--- src/rtl/pc_pkg.sv ---
// Shared types and helpers for the fetch-stage program-counter generator.
package pc_pkg;

  typedef enum logic [1:0] {
    IDLE,
    RUN,
    HALT
  } pc_state_t;

  typedef enum logic [1:0] {
    NONE,
    REDIR,
    EXC
  } pend_kind_t;

  localparam logic ENABLE  = 1'b1;
  localparam logic DISABLE = 1'b0;

  // Low-order bits that must be zero in an instruction-aligned address.
  function automatic logic [63:0] align_mask(input int unsigned inst_bytes);
    return 64'(inst_bytes) - 64'd1;
  endfunction

endpackage

--- src/rtl/pc_redirect_buf.sv ---
// One-entry pending-redirect buffer plus the redirect-source priority mux
// (live exception > pending exception > live redirect > pending redirect).
module pc_redirect_buf
  import pc_pkg::*;
#(
  parameter int ADDR_W = 32
) (
  input  logic              clk,
  input  logic              rst_n,
  input  logic              capture,
  input  logic              clear,
  input  logic              exc_valid,
  input  logic [ADDR_W-1:0] exc_target,
  input  logic              redir_valid,
  input  logic [ADDR_W-1:0] redir_target,
  output logic              sel_valid,
  output logic [ADDR_W-1:0] sel_target,
  output logic              pending
);

  pend_kind_t        kind;
  logic [ADDR_W-1:0] target;

  // Exceptions overwrite anything; a redirect only replaces an older redirect.
  always_ff @(posedge clk) begin
    if (!rst_n) begin
      kind   <= NONE;
      target <= '0;
    end else if (clear) begin
      kind <= NONE;
    end else if (capture) begin
      if (exc_valid) begin
        kind   <= EXC;
        target <= exc_target;
      end else if (redir_valid && (kind != EXC)) begin
        kind   <= REDIR;
        target <= redir_target;
      end
    end
  end

  always_comb begin
    sel_valid  = DISABLE;
    sel_target = target;
    if (exc_valid) begin
      sel_valid  = ENABLE;
      sel_target = exc_target;
    end else if (kind == EXC) begin
      sel_valid = ENABLE;
    end else if (redir_valid) begin
      sel_valid  = ENABLE;
      sel_target = redir_target;
    end else if (kind == REDIR) begin
      sel_valid = ENABLE;
    end
  end

  assign pending = (kind != NONE);

endmodule

--- src/rtl/pc_gen.sv ---
// Fetch-stage program-counter generator: sequential advance, stall, halt and
// prioritised branch/exception redirects gated by the memory ready handshake.
module pc_gen
  import pc_pkg::*;
#(
  parameter int unsigned       ADDR_W      = 32,
  parameter logic [ADDR_W-1:0] RESET_VEC   = '0,
  parameter int unsigned       INST_BYTES  = 4,
  parameter bit                ALIGN_CHECK = 1'b1
) (
  input  logic              clk,
  input  logic              rst_n,
  input  logic              stall_i,
  input  logic              halt_i,
  input  logic              redirect_valid_i,
  input  logic [ADDR_W-1:0] redirect_target_i,
  input  logic              exc_valid_i,
  input  logic [ADDR_W-1:0] exc_vector_i,
  input  logic              fetch_ready_i,
  output logic [ADDR_W-1:0] pc_o,
  output logic              ce_o,
  output logic              misalign_o,
  output logic              redir_pending_o
);

  localparam logic [ADDR_W-1:0] LOW_MASK = ADDR_W'(align_mask(INST_BYTES));
  localparam logic [ADDR_W-1:0] INC      = ADDR_W'(INST_BYTES);

  pc_state_t         state, state_n;
  logic [ADDR_W-1:0] pc_q, pc_n;
  logic              ce_q, ce_n;
  logic              mis_q, mis_n;
  logic              capture, clear, take, advance;
  logic              sel_valid;
  logic [ADDR_W-1:0] sel_target, sel_aligned;
  logic              sel_mis;

  pc_redirect_buf #(
    .ADDR_W(ADDR_W)
  ) u_buf (
    .clk         (clk),
    .rst_n       (rst_n),
    .capture     (capture),
    .clear       (clear),
    .exc_valid   (exc_valid_i),
    .exc_target  (exc_vector_i),
    .redir_valid (redirect_valid_i),
    .redir_target(redirect_target_i),
    .sel_valid   (sel_valid),
    .sel_target  (sel_target),
    .pending     (redir_pending_o)
  );

  always_comb begin
    if (ALIGN_CHECK) begin
      sel_mis     = |(sel_target & LOW_MASK);
      sel_aligned = sel_target & ~LOW_MASK;
    end else begin
      sel_mis     = DISABLE;
      sel_aligned = sel_target;
    end
  end

  always_ff @(posedge clk) begin
    if (!rst_n) begin
      state <= IDLE;
      pc_q  <= RESET_VEC;
      ce_q  <= DISABLE;
      mis_q <= DISABLE;
    end else begin
      state <= state_n;
      pc_q  <= pc_n;
      ce_q  <= ce_n;
      mis_q <= mis_n;
    end
  end

  // pc/ce only move on ready edges; otherwise strobes are parked in the buffer.
  always_comb begin
    state_n = state;
    pc_n    = pc_q;
    ce_n    = ce_q;
    mis_n   = DISABLE;
    capture = DISABLE;
    clear   = DISABLE;
    take    = DISABLE;
    advance = DISABLE;
    case (state)
      IDLE: begin
        state_n = RUN;
        ce_n    = ENABLE;
        capture = ENABLE;
      end
      RUN: begin
        if (!fetch_ready_i) begin
          capture = ENABLE;
        end else if (halt_i) begin
          state_n = HALT;
          ce_n    = DISABLE;
          capture = ENABLE;
        end else begin
          take    = ENABLE;
          advance = !stall_i;
        end
      end
      HALT: begin
        if (halt_i || !fetch_ready_i) begin
          capture = ENABLE;
        end else begin
          state_n = RUN;
          ce_n    = ENABLE;
          take    = ENABLE;
        end
      end
      default: state_n = IDLE;
    endcase

    if (take && sel_valid) begin
      pc_n  = sel_aligned;
      mis_n = sel_mis;
      clear = ENABLE;
    end else if (advance) begin
      pc_n = pc_q + INC;
    end
  end

  assign pc_o       = pc_q;
  assign ce_o       = ce_q;
  assign misalign_o = mis_q;

endmodule
--- config.mk ---
export PLATFORM = sky130hd
export DESIGN_NAME = pc_gen
export DESIGN_NICKNAME = d
export VERILOG_FILES = /design/src/rtl/pc_pkg.sv /design/src/rtl/pc_redirect_buf.sv /design/src/rtl/pc_gen.sv
export SDC_FILE = /design/constraint.sdc
export NUM_CORES = 1
export LEC_CHECK = 0
export CORE_MARGIN = 2
export CORE_UTILIZATION = 52
export CTS_BUF_LIST = sky130_fd_sc_hd__clkbuf_2 sky130_fd_sc_hd__clkbuf_4 sky130_fd_sc_hd__clkbuf_8
export DETAILED_ROUTE_END_ITERATION = 6
export GPL_TIMING_DRIVEN = 0
export PLACE_DENSITY = 0.79
export RECOVER_POWER = 100
export SETUP_SLACK_MARGIN = 0.3
export SYNTH_ARGS = -nofsm -noshare
export SYNTH_HDL_FRONTEND = slang
export SYNTH_HIERARCHICAL = 1
export SYNTH_SLANG_ARGS = --single-unit
--- constraint.sdc ---
create_clock -name clk -period 3.2 [get_ports clk]
set_input_delay 0.32 -clock clk [delete_from_list [all_inputs] [get_ports clk]]
set_output_delay 0.32 -clock clk [all_outputs]
set_load 0.1 [all_outputs]
* Word-level counts from Yosys, hierarchy flattened
Cells that the tools add are included.
** Word-level totals
- Register bits :: 70
- Input port bits :: 71
- Output and inout port bits :: 35
- Logic and storage cells :: 69
** Operators by class
- $add $sub $neg :: 1
- Equality and inequality tests :: 8
- Mux-type cells :: 33
- Bitwise operators :: 2
- Reductions and logical operators :: 18
** Operator list (number)
- 32-bit two-way mux :: 7
- 32-bit by 3-bit adder with 32-bit output, second input constant :: 1
- 1-bit two-way mux :: 17
- 2-bit two-way mux :: 5
- 2-bit inequality test, second input constant :: 4
- 1-bit case mux with 3 select lines :: 2
- 2-bit case mux with 3 select lines :: 1
- 3-bit AND reduction :: 2
- 2-bit nonzero test :: 3
- 2-bit OR reduction :: 3
- 2-bit by 1-bit equality test with 1-bit output, second input constant :: 2
- 2-bit equality test, second input constant :: 2
- 2-bit AND reduction :: 2
- 4-bit AND reduction :: 1
- 3-bit nonzero test :: 1
- 1-bit logical AND :: 2
- 1-bit zero test :: 2
- 2-bit zero test :: 1
- 1-bit inverter :: 2
- 1-bit case mux with 2 select lines :: 1
- 1-bit logical OR :: 1

* Depth between registers and ports, before layout
Gate-level depths: netlist (run 1).
- Depth in word-level cells :: 9
- Depth in mapped cells :: 14
- Depth with buffers taken out :: 8

* Modules after synthesis
Netlist (run 1), hierarchy kept.
** By module, submodules not included
- pc_redirect_buf :: times used 1, cells an instance 351, area an instance 2622.5 um2, sequential area each 680.7 um2
- pc_gen :: times used 1, cells an instance 231, area an instance 1918.1 um2, sequential area each 680.7 um2

* Worst setup path before layout (run 1)
OpenSTA, ideal clock, no wires.
- Path type :: input to register
- From :: input port redirect_valid_i
- To :: register u_buf.target[10]
- Library setup time :: 0.081 ns
- Arrival :: 2.594 ns
- Data required time :: 3.119 ns
- Path slack :: 0.525 ns
- Cell stages on the path :: 13
- Buffers on the path :: 5
- Cell sequence :: buf_2 or2_2 clkbuf_1 clkbuf_1 a21o_1 o211a_1 nand2b_1 clkinv_1 nor2b_1 clkbuf_1 clkbuf_1 a31oi_1 a211oi_2
** Between the ends
- Longest elaborated chain between the ends :: 7
- Elaborated cells on any way between the ends :: 9
- Those cells by class :: mux (4); bitwise (1); reduce/logical (4)
** RTL lines
- start, declared :: RTL line pc_gen.sv:15 : input logic redirect_valid_i,
- 1-bit two-way mux :: RTL line pc_redirect_buf.sv:50 : end else if (redir_valid) begin
- 1-bit two-way mux :: RTL line pc_redirect_buf.sv:48 : end else if (kind == EXC) begin
- 1-bit two-way mux :: RTL line pc_redirect_buf.sv:45 : if (exc_valid) begin
- via sel_valid :: RTL line pc_gen.sv:34 : logic sel_valid;
- 1-bit logical AND :: RTL line pc_gen.sv:118 : if (take && sel_valid) begin
- 1-bit two-way mux :: RTL line pc_gen.sv:118
- via clear :: RTL line pc_gen.sv:33 : logic capture, clear, take, advance;
- 1-bit inverter (no line)
- 3-bit AND reduction (no line)
- end signal, assigned :: RTL line pc_redirect_buf.sv:34 : target <= exc_target;
- end signal, assigned :: RTL line pc_redirect_buf.sv:37 : target <= redir_target;
- end, declared :: RTL line pc_redirect_buf.sv:22 : logic [ADDR_W-1:0] target;
The timed path passes the listed nets, and every way through them passes these cells.
A chain may end at the register's enable or synchronous reset.

* Worst setup path after layout (run 1)
- From :: input port exc_valid_i
- To :: register u_buf.target[29]
** Between the ends
- Longest elaborated chain between the ends :: 5
- Elaborated cells on any way between the ends :: 7
- Those cells by class :: mux (3); bitwise (1); reduce/logical (3)
** RTL lines
- start, declared :: RTL line pc_gen.sv:17 : input logic exc_valid_i,
- 1-bit two-way mux :: RTL line pc_redirect_buf.sv:45
- via sel_valid :: RTL line pc_gen.sv:34
- 1-bit logical AND :: RTL line pc_gen.sv:118
- 1-bit two-way mux :: RTL line pc_gen.sv:118
- via clear :: RTL line pc_gen.sv:33
- 1-bit inverter (no line)
- 3-bit AND reduction (no line)
The timed path passes the listed nets, and every way through them passes these cells.

==> results of run 1 <==
final cells by class:
class | count | area [sq um]
flip-flops and latches | 68 | 1360
multi-input cells | 414 | 2650
clock inverters | 5 | 27.5
clock buffers | 11 | 145
inverters | 43 | 164
repair buffers | 102 | 1020
fillers | 787 | 2820
well taps | 108 | 135
plain buffers | 58 | 274
sequential cells by signal, indices dropped and copies added (netlist names):
register and count:
u_buf/kind 2, misalign_o 1, u_buf/target 32, ce_o 1
pc_o 30, state 2
per-layer routing:
layer	vias up	routed length [um]
met4	0	303
met3	33	1110
met2	240	6890
met5	-	0
met1	2326	6070
li1	2346	-
cells in the mapped netlist, types with 5 or more instances:
library cell / count
sky130_fd_sc_hd__ha_1: 5
sky130_fd_sc_hd__o21ai_0: 23
sky130_fd_sc_hd__nor2b_1: 33
sky130_fd_sc_hd__o311ai_0: 29
sky130_fd_sc_hd__xor2_1: 20
sky130_fd_sc_hd__nand3_1: 47
sky130_fd_sc_hd__nand4_1: 8
sky130_fd_sc_hd__and3_1: 6
sky130_fd_sc_hd__clkbuf_1: 42
sky130_fd_sc_hd__a31oi_1: 34
sky130_fd_sc_hd__nor2_1: 12
sky130_fd_sc_hd__a211oi_2: 31
sky130_fd_sc_hd__inv_1: 42
sky130_fd_sc_hd__buf_2: 7
sky130_fd_sc_hd__a21oi_1: 60
sky130_fd_sc_hd__nand2_1: 50
sky130_fd_sc_hd__dfxtp_1: 68
logic make-up after synthesis:
kind of cell               Yosys count  share of synthesized area (%)
muxes                                1                          0.248
other                                1                         0.0826
DFF                                 68                           30.0
xor gates and xnor gates            23                           4.44
adders and majority gates            5                           1.38
AOI/OAI and AO/OA                  197                           31.6
and+or+nand+nor                    186                           22.9
buffers and inverters              101                           9.37
per-stage QoR:
step	hold slack (ps)	area, sq um	setup slack, ps
floorplan	458	4540	525
CTS	403	5880	431
global placement	464	5700	-610
global route	463	5770	206
detailed placement	495	5700	-719
finish	417	5770	365
worst max-delay path by stage:
stage	endpoint
detailed placement	u_buf/target[1]$_SDFFE_PN0P_
global route	u_buf/target[9]$_SDFFE_PN0P_
CTS	u_buf/target[9]$_SDFFE_PN0P_
finish	u_buf/target[29]$_SDFFE_PN0P_
global placement	u_buf/target[0]$_SDFFE_PN0P_
floorplan	u_buf/target[10]$_SDFFE_PN0P_
worst max-delay path, stage by stage:
cell and delay (ps):
sky130_fd_sc_hd__dlygate4sd2_1 310, sky130_fd_sc_hd__or2_2 310, sky130_fd_sc_hd__clkbuf_1 170, sky130_fd_sc_hd__clkbuf_4 230, sky130_fd_sc_hd__a21o_1 190, sky130_fd_sc_hd__o211a_1 220, sky130_fd_sc_hd__nand2b_1 180, sky130_fd_sc_hd__inv_4 90
sky130_fd_sc_hd__nor2b_1 110, sky130_fd_sc_hd__clkbuf_1 260, sky130_fd_sc_hd__clkbuf_4 290, sky130_fd_sc_hd__a31oi_1 110, sky130_fd_sc_hd__a211oi_1 270
layout by cell type, fill, tap and decap left out, types with 3 or more instances in the layout:
cell type / count
sky130_fd_sc_hd__o311ai_1: 3
sky130_fd_sc_hd__inv_1: 42
sky130_fd_sc_hd__buf_6: 4
sky130_fd_sc_hd__a31oi_1: 34
sky130_fd_sc_hd__and4_1: 3
sky130_fd_sc_hd__clkdlybuf4s50_1: 67
sky130_fd_sc_hd__clkbuf_1: 40
sky130_fd_sc_hd__a21oi_1: 60
sky130_fd_sc_hd__xnor2_1: 3
sky130_fd_sc_hd__ha_1: 5
sky130_fd_sc_hd__clkinv_2: 4
sky130_fd_sc_hd__clkbuf_8: 10
sky130_fd_sc_hd__xor2_1: 20
sky130_fd_sc_hd__dlygate4sd3_1: 34
sky130_fd_sc_hd__a211oi_1: 25
sky130_fd_sc_hd__a211oi_2: 10
sky130_fd_sc_hd__buf_2: 8
sky130_fd_sc_hd__nor3_1: 3
sky130_fd_sc_hd__nor2b_1: 33
sky130_fd_sc_hd__dfxtp_1: 68
sky130_fd_sc_hd__and3_1: 7
sky130_fd_sc_hd__o311ai_0: 29
sky130_fd_sc_hd__clkbuf_4: 3
sky130_fd_sc_hd__o21ai_0: 23
sky130_fd_sc_hd__nand2_1: 50
sky130_fd_sc_hd__nor2_1: 12
sky130_fd_sc_hd__nand3_1: 47
sky130_fd_sc_hd__nand4_1: 8
sky130_fd_sc_hd__nand2b_1: 4
power by group through the flow:
stage                     combinational (uW)  clock, uW  sequential, uW
final                                    918        643            1010
after global routing                     984        681            1020
after CTS                                961        649            1010
after detailed placement                 954          0            1030
after global placement                   928          0            1020
after floorplan                          568          0            1130
==> out/summary.txt, run 1 <==
STATUS
------------------------------------------------------------------------------
Result of the run ............................................... finished clean

FLOORPLAN
------------------------------------------------------------------------------
Initial cell density of the core ................................        52.8%
Die outline area ................................................   9500 sq um
Overall die width ...............................................      97.4 um
Core area .......................................................   8590 sq um
Die outline height ..............................................      97.4 um
Placement Rows ..................................................           34
# IOs ...........................................................          106

TIMING
------------------------------------------------------------------------------
Final setup violation count .....................................            0
Tightest slew margin relative to the limit ......................        32.2%
Final worst path period share ...................................        88.6%
Maximum clock frequency .........................................      353 MHz
Final slew viol count ...........................................            0
Final hold vios .................................................            0
Transition time of the tightest slew-check pin ..................      1010 ps
Clock tree skew after final layout ..............................      11.5 ps
Final period demand of the worst path ...........................      2840 ps
Accumulated negative setup slack ................................         0 ps
RSZ-0062 raised after global routing ............................           no

WORST SETUP PATH
------------------------------------------------------------------------------
Startpoint type of the worst setup path ......................... primary input
Type of the worst setup path .................................... primary input to flip-flop
Endpoint class of the critical path .............................    flip-flop
Biggest fanout along the worst timing path ......................           10
Critical path launch point ......................................  exc_valid_i
Critical path required time .....................................      3450 ps
Internal reg-to-reg setup slack .................................       620 ps
FF-to-FF Start .................................................. u_buf/kind[0]$_SDFFE_PP0P_
Depth of the most critical reg-to-reg path ......................            8
Data arrival time of the worst path .............................      3090 ps
Capturing point of the worst reg2reg path ....................... pc_o[29]$_SDFFE_PN0P_

SYNTHESIS
------------------------------------------------------------------------------
Largest cells by area after synthesis ........................... sky130_fd_sc_hd__dfxtp_1, sky130_fd_sc_hd__a211oi_2, sky130_fd_sc_hd__a21oi_1, sky130_fd_sc_hd__o311ai_0, sky130_fd_sc_hd__nand3_1
Share of Yosys cell area claimed by the top area cell type ......        30.0%
Flip-flop and latch count after synthesis .......................           68
Proportion of synthesized chip area in sequential cells .........        30.0%
Async SR Flop Fraction ..........................................           0%
Netlist Area Pre-Place ..........................................   4540 sq um
Number of enable-type register cells in the synthesized netlist .            0
Post-Syn Area per Cell ..........................................   7.80 sq um
Top cell type by total area after synthesis ..................... sky130_fd_sc_hd__dfxtp_1
Warning count from the yosys run ................................            6
Cell count after synthesis ......................................          582
Number of library cell types mapped by synthesis ................           53
Flip-flop cell with the highest count after synthesis ........... sky130_fd_sc_hd__dfxtp_1

POWER AND IR DROP
------------------------------------------------------------------------------
Clock Power Share ...............................................        25.0%
Switch Pwr ......................................................       981 uW
Worst VDD drop ..................................................       239 uV
Overall Power ...................................................      2580 uW
Power density over cell area ....................................  446 nW/um^2
Internal ........................................................      1590 uW
Share of total power consumed by net switching ..................        38.1%
Part of the power in registers ..................................        39.4%
Leakage .........................................................   0.00217 uW
Combinational share of power ....................................        35.6%

GLOBAL ROUTE
------------------------------------------------------------------------------
Met2 routing resource usage after global routing ................        48.7%
Total GRT Usage .................................................        29.2%
Total overflow reported by the global router ....................            0
Met1 capacity usage during global routing .......................        37.6%
Global-route wire length before repair ..........................      22.6 mm
Antenna violations before repair ................................            1
Vias in the first global route ..................................         4672
Largest net degree at the start of global routing ...............           12
Fraction of met3 tracks used by global routing ..................        5.68%
Layer with the highest usage after global routing ...............         met2

PLACEMENT
------------------------------------------------------------------------------
Routability cong. ...............................................        0.858
Total instance count after detailed placement ...................          793
HPWL Detailed ...................................................      10.8 mm
IO Port Bufs ....................................................          102

DRT
------------------------------------------------------------------------------
Via/cell ratio ..................................................         6.11
Iteration-0 DRC count of the detailed router ....................          290
Wirelength, routed ..............................................      14.4 mm
Via count .......................................................         4945
Post-detailed-route count of antenna-violating nets .............            0
Wire length per cell after detailed routing .....................      17.8 um
Number of design rule violations left after detail routing ......            0
Pre-Repair DR Iteration Count ...................................            5

LAYOUT
------------------------------------------------------------------------------
Antenna diode count .............................................            0
Post-Layout Cell Count ..........................................          809
Area growth from synthesis to layout ............................        27.2%
Layout net count ................................................          772
Final core utilization ..........................................        67.2%
Fraction of layout instances using a drive strength above 1 .....        7.56%

CTS
------------------------------------------------------------------------------
Clk Tree Root Cell .............................................. sky130_fd_sc_hd__clkbuf_8
Cts repair resizes ..............................................            8
Clock sinks .....................................................           68
Number of levels in the clock H-tree ............................            3
TritonCTS clock tree ............................................         done
Maximum root-to-sink buffer count ...............................            2
CTS Buf Count ...................................................            9
Number of buffers added to fix hold violations after cts ........            0
Post-CTS setup-driven buffer insertion count ....................            0
Clock-pin slew on the worst setup and hold paths ................        70 ps
Insertion delay of the later-clocked pin in the worst-skew pair .       350 ps

FLOW RUN
------------------------------------------------------------------------------
Count of max-cap constraint violations ..........................            0

MIN PATH
------------------------------------------------------------------------------
Min-Delay Endpoint .............................................. u_buf/kind[0]$_SDFFE_PP0P_
Worst min-delay path class ...................................... primary input to flip-flop
Hold path startpoint ............................................ redirect_valid_i
Cells on Worst Hold Path ........................................            3

Power figures use the tool's default switching activity.
==> run 2: changes to the inputs <==
CORE_UTILIZATION = 47   (was 52)
HOLD_SLACK_MARGIN = 0.05   (was default)
PLACE_DENSITY = 0.75   (was 0.79)
SETUP_SLACK_MARGIN = default   (was 0.3)
clock period = 2.6 ns   (was 3.2 ns; I/O delays follow)
==> out/summary.txt, run 2 (synthesis results as in run 1) <==
DRT
------------------------------------------------------------------------------
Wire length per cell after detailed routing .....................      17.5 um
Post-detailed-route count of antenna-violating nets .............            0
Via count .......................................................         4917
Iteration-0 DRC count of the detailed router ....................          310
Number of design rule violations left after detail routing ......            0
Wirelength, routed ..............................................      14.5 mm
Via/cell ratio ..................................................         5.94
Pre-Repair DR Iteration Count ...................................            5

GLOBAL ROUTE
------------------------------------------------------------------------------
Fraction of met3 tracks used by global routing ..................        4.99%
Global-route wire length before repair ..........................      22.7 mm
Layer with the highest usage after global routing ...............         met2
Total GRT Usage .................................................        27.8%
Vias in the first global route ..................................         4536
Met1 capacity usage during global routing .......................        37.0%
Total overflow reported by the global router ....................            0
Largest net degree at the start of global routing ...............           11
Antenna violations before repair ................................            0
Met2 routing resource usage after global routing ................        46.9%

TIMING
------------------------------------------------------------------------------
Final period demand of the worst path ...........................      2480 ps
Final slew viol count ...........................................            0
Final hold vios .................................................            0
Final worst path period share ...................................        95.4%
RSZ-0062 raised after global routing ............................           no
Transition time of the tightest slew-check pin ..................       994 ps
Clock tree skew after final layout ..............................      11.1 ps
Tightest slew margin relative to the limit ......................        33.5%
Slack of the critical path ......................................       121 ps
Worst-case hold slack ...........................................       388 ps
Final setup violation count .....................................            0
Maximum clock frequency .........................................      403 MHz

WORST SETUP PATH
------------------------------------------------------------------------------
Biggest fanout along the worst timing path ......................           10
Depth of the most critical reg-to-reg path ......................           10
Endpoint class of the critical path .............................    flip-flop
Internal reg-to-reg setup slack .................................       180 ps
Type of the worst setup path .................................... primary input to flip-flop
Startpoint type of the worst setup path ......................... primary input
Critical path required time .....................................      2800 ps
Data arrival time of the worst path .............................      2680 ps
Capturing point of the worst reg2reg path ....................... u_buf/target[23]$_SDFFE_PN0P_
FF-to-FF Start .................................................. state[1]$_SDFFE_PN0P_

CTS
------------------------------------------------------------------------------
Clk Tree Root Cell .............................................. sky130_fd_sc_hd__clkbuf_8
Insertion delay of the later-clocked pin in the worst-skew pair .       350 ps
TritonCTS clock tree ............................................         done
Number of levels in the clock H-tree ............................            3
CTS Buf Count ...................................................            9
Clock sinks .....................................................           68
Clock-pin slew on the worst setup and hold paths ................        70 ps
Maximum root-to-sink buffer count ...............................            2

LAYOUT
------------------------------------------------------------------------------
Final core utilization ..........................................        62.7%
Most flops, register ............................................ u_buf/target
Fraction of layout instances using a drive strength above 1 .....        8.58%
Area growth from synthesis to layout ............................        28.8%
Post-route standard cell area excluding fillers .................   5850 sq um
Register area ...................................................   1360 sq um
Commonest cells after routing, fill and taps aside .............. sky130_fd_sc_hd__dfxtp_1, sky130_fd_sc_hd__clkdlybuf4s50_1, sky130_fd_sc_hd__a21oi_1, sky130_fd_sc_hd__nand2_1, sky130_fd_sc_hd__nand3_1
Most common cell after layout, fill and taps aside .............. sky130_fd_sc_hd__dfxtp_1
Count of filler cells inserted in the layout ....................          893
Area of combinational cells with multiple inputs ................   2670 sq um
Max reg flops ...................................................           32
Layout net count ................................................          771
Antenna diode count .............................................            0

MIN PATH
------------------------------------------------------------------------------
Min-Delay Endpoint .............................................. u_buf/kind[1]$_SDFFE_PP0P_
Worst min-delay path class ...................................... primary input to flip-flop
Hold path startpoint ............................................ redirect_valid_i
Cells on Worst Hold Path ........................................            3

FLOORPLAN
------------------------------------------------------------------------------
# IOs ...........................................................          106
Placement Rows ..................................................           35
Initial cell density of the core ................................        48.7%
Core area .......................................................   9330 sq um
Overall die width ...............................................       102 um
Die outline height ..............................................       102 um
Die outline area ................................................  10500 sq um

PLACEMENT
------------------------------------------------------------------------------
Routability cong. ...............................................        0.866
Post-placement setup slack ......................................     -1190 ps
Placed standard-cell area .......................................   5730 sq um
HPWL Detailed ...................................................      10.8 mm
IO Port Bufs ....................................................          102

POWER AND IR DROP
------------------------------------------------------------------------------
Power density over cell area ....................................  564 nW/um^2
Worst VDD drop ..................................................       341 uV
Leakage .........................................................   0.00217 uW
Overall Power ...................................................      3300 uW

FLOW RUN
------------------------------------------------------------------------------
Count of max-cap constraint violations ..........................            0

STATUS
------------------------------------------------------------------------------
Result of the run ............................................... finished clean

-- run 2: worst max path at each step --
stage / startpoint / to / slack [ps]
6_report: exc_valid_i / u_buf/target[23]$_SDFFE_PN0P_ / 120
5_1_grt: exc_valid_i / u_buf/target[19]$_SDFFE_PN0P_ / 40
4_1_cts: exc_valid_i / u_buf/target[27]$_SDFFE_PN0P_ / 50
3_5_place_dp: exc_valid_i / u_buf/target[26]$_SDFFE_PN0P_ / -1190
3_3_place_gp: exc_valid_i / u_buf/target[25]$_SDFFE_PN0P_ / -1190
2_1_floorplan: redirect_valid_i / u_buf/target[10]$_SDFFE_PN0P_ / -20
-- run 2: area by class of cell --
type                            instances  area share [%]
Multi-Input combinational cell        414            45.7
Sequential cell                        68            23.3
Timing Repair Buffer                  102            17.4
Buffer                                 57            4.66
Inverter                               43            2.84
Tap cell                              129            2.76
Clock buffer                           13            2.74
Clock inverter                          2           0.599
-- run 2: worst max-delay path, stage by stage --
cell and delay, ps:
sky130_fd_sc_hd__dlygate4sd2_1 310, sky130_fd_sc_hd__or2_2 390, sky130_fd_sc_hd__buf_4 200, sky130_fd_sc_hd__a21o_1 190
sky130_fd_sc_hd__o211a_2 210, sky130_fd_sc_hd__nand2b_4 110, sky130_fd_sc_hd__clkinv_4 90, sky130_fd_sc_hd__nor2b_1 120
sky130_fd_sc_hd__clkbuf_2 180, sky130_fd_sc_hd__and3_1 200, sky130_fd_sc_hd__buf_6 120, sky130_fd_sc_hd__buf_4 200
sky130_fd_sc_hd__a211oi_2 90
-- run 2: where the power goes --
part	total [uW]	switching [uW]	internal, uW
clock	893	397	496
sequential	1250	81.7	1170
combinational	1160	725	431
total	3300	1200	2090
-- run 2: metal layers --
layer  vias up  wire length (um)
li1       2346                 -
met1      2349              6520
met4         0               139
met2       208              6950
met5         -                 0
met3        14               846
-- run 2: repair_timing --
action,4_1_cts,5_1_grt
buffers inserted,0,0
resized for setup,12,6
endpoints found under the setup margin,65,34
hold buffers,0,0
-- run 2: metrics by stage --
stage               cells  TNS (ps)
floorplan             583      -451
global placement      814    -54290
detailed placement    814    -54080
CTS                   829         0
global route          828         0
finish                828         0
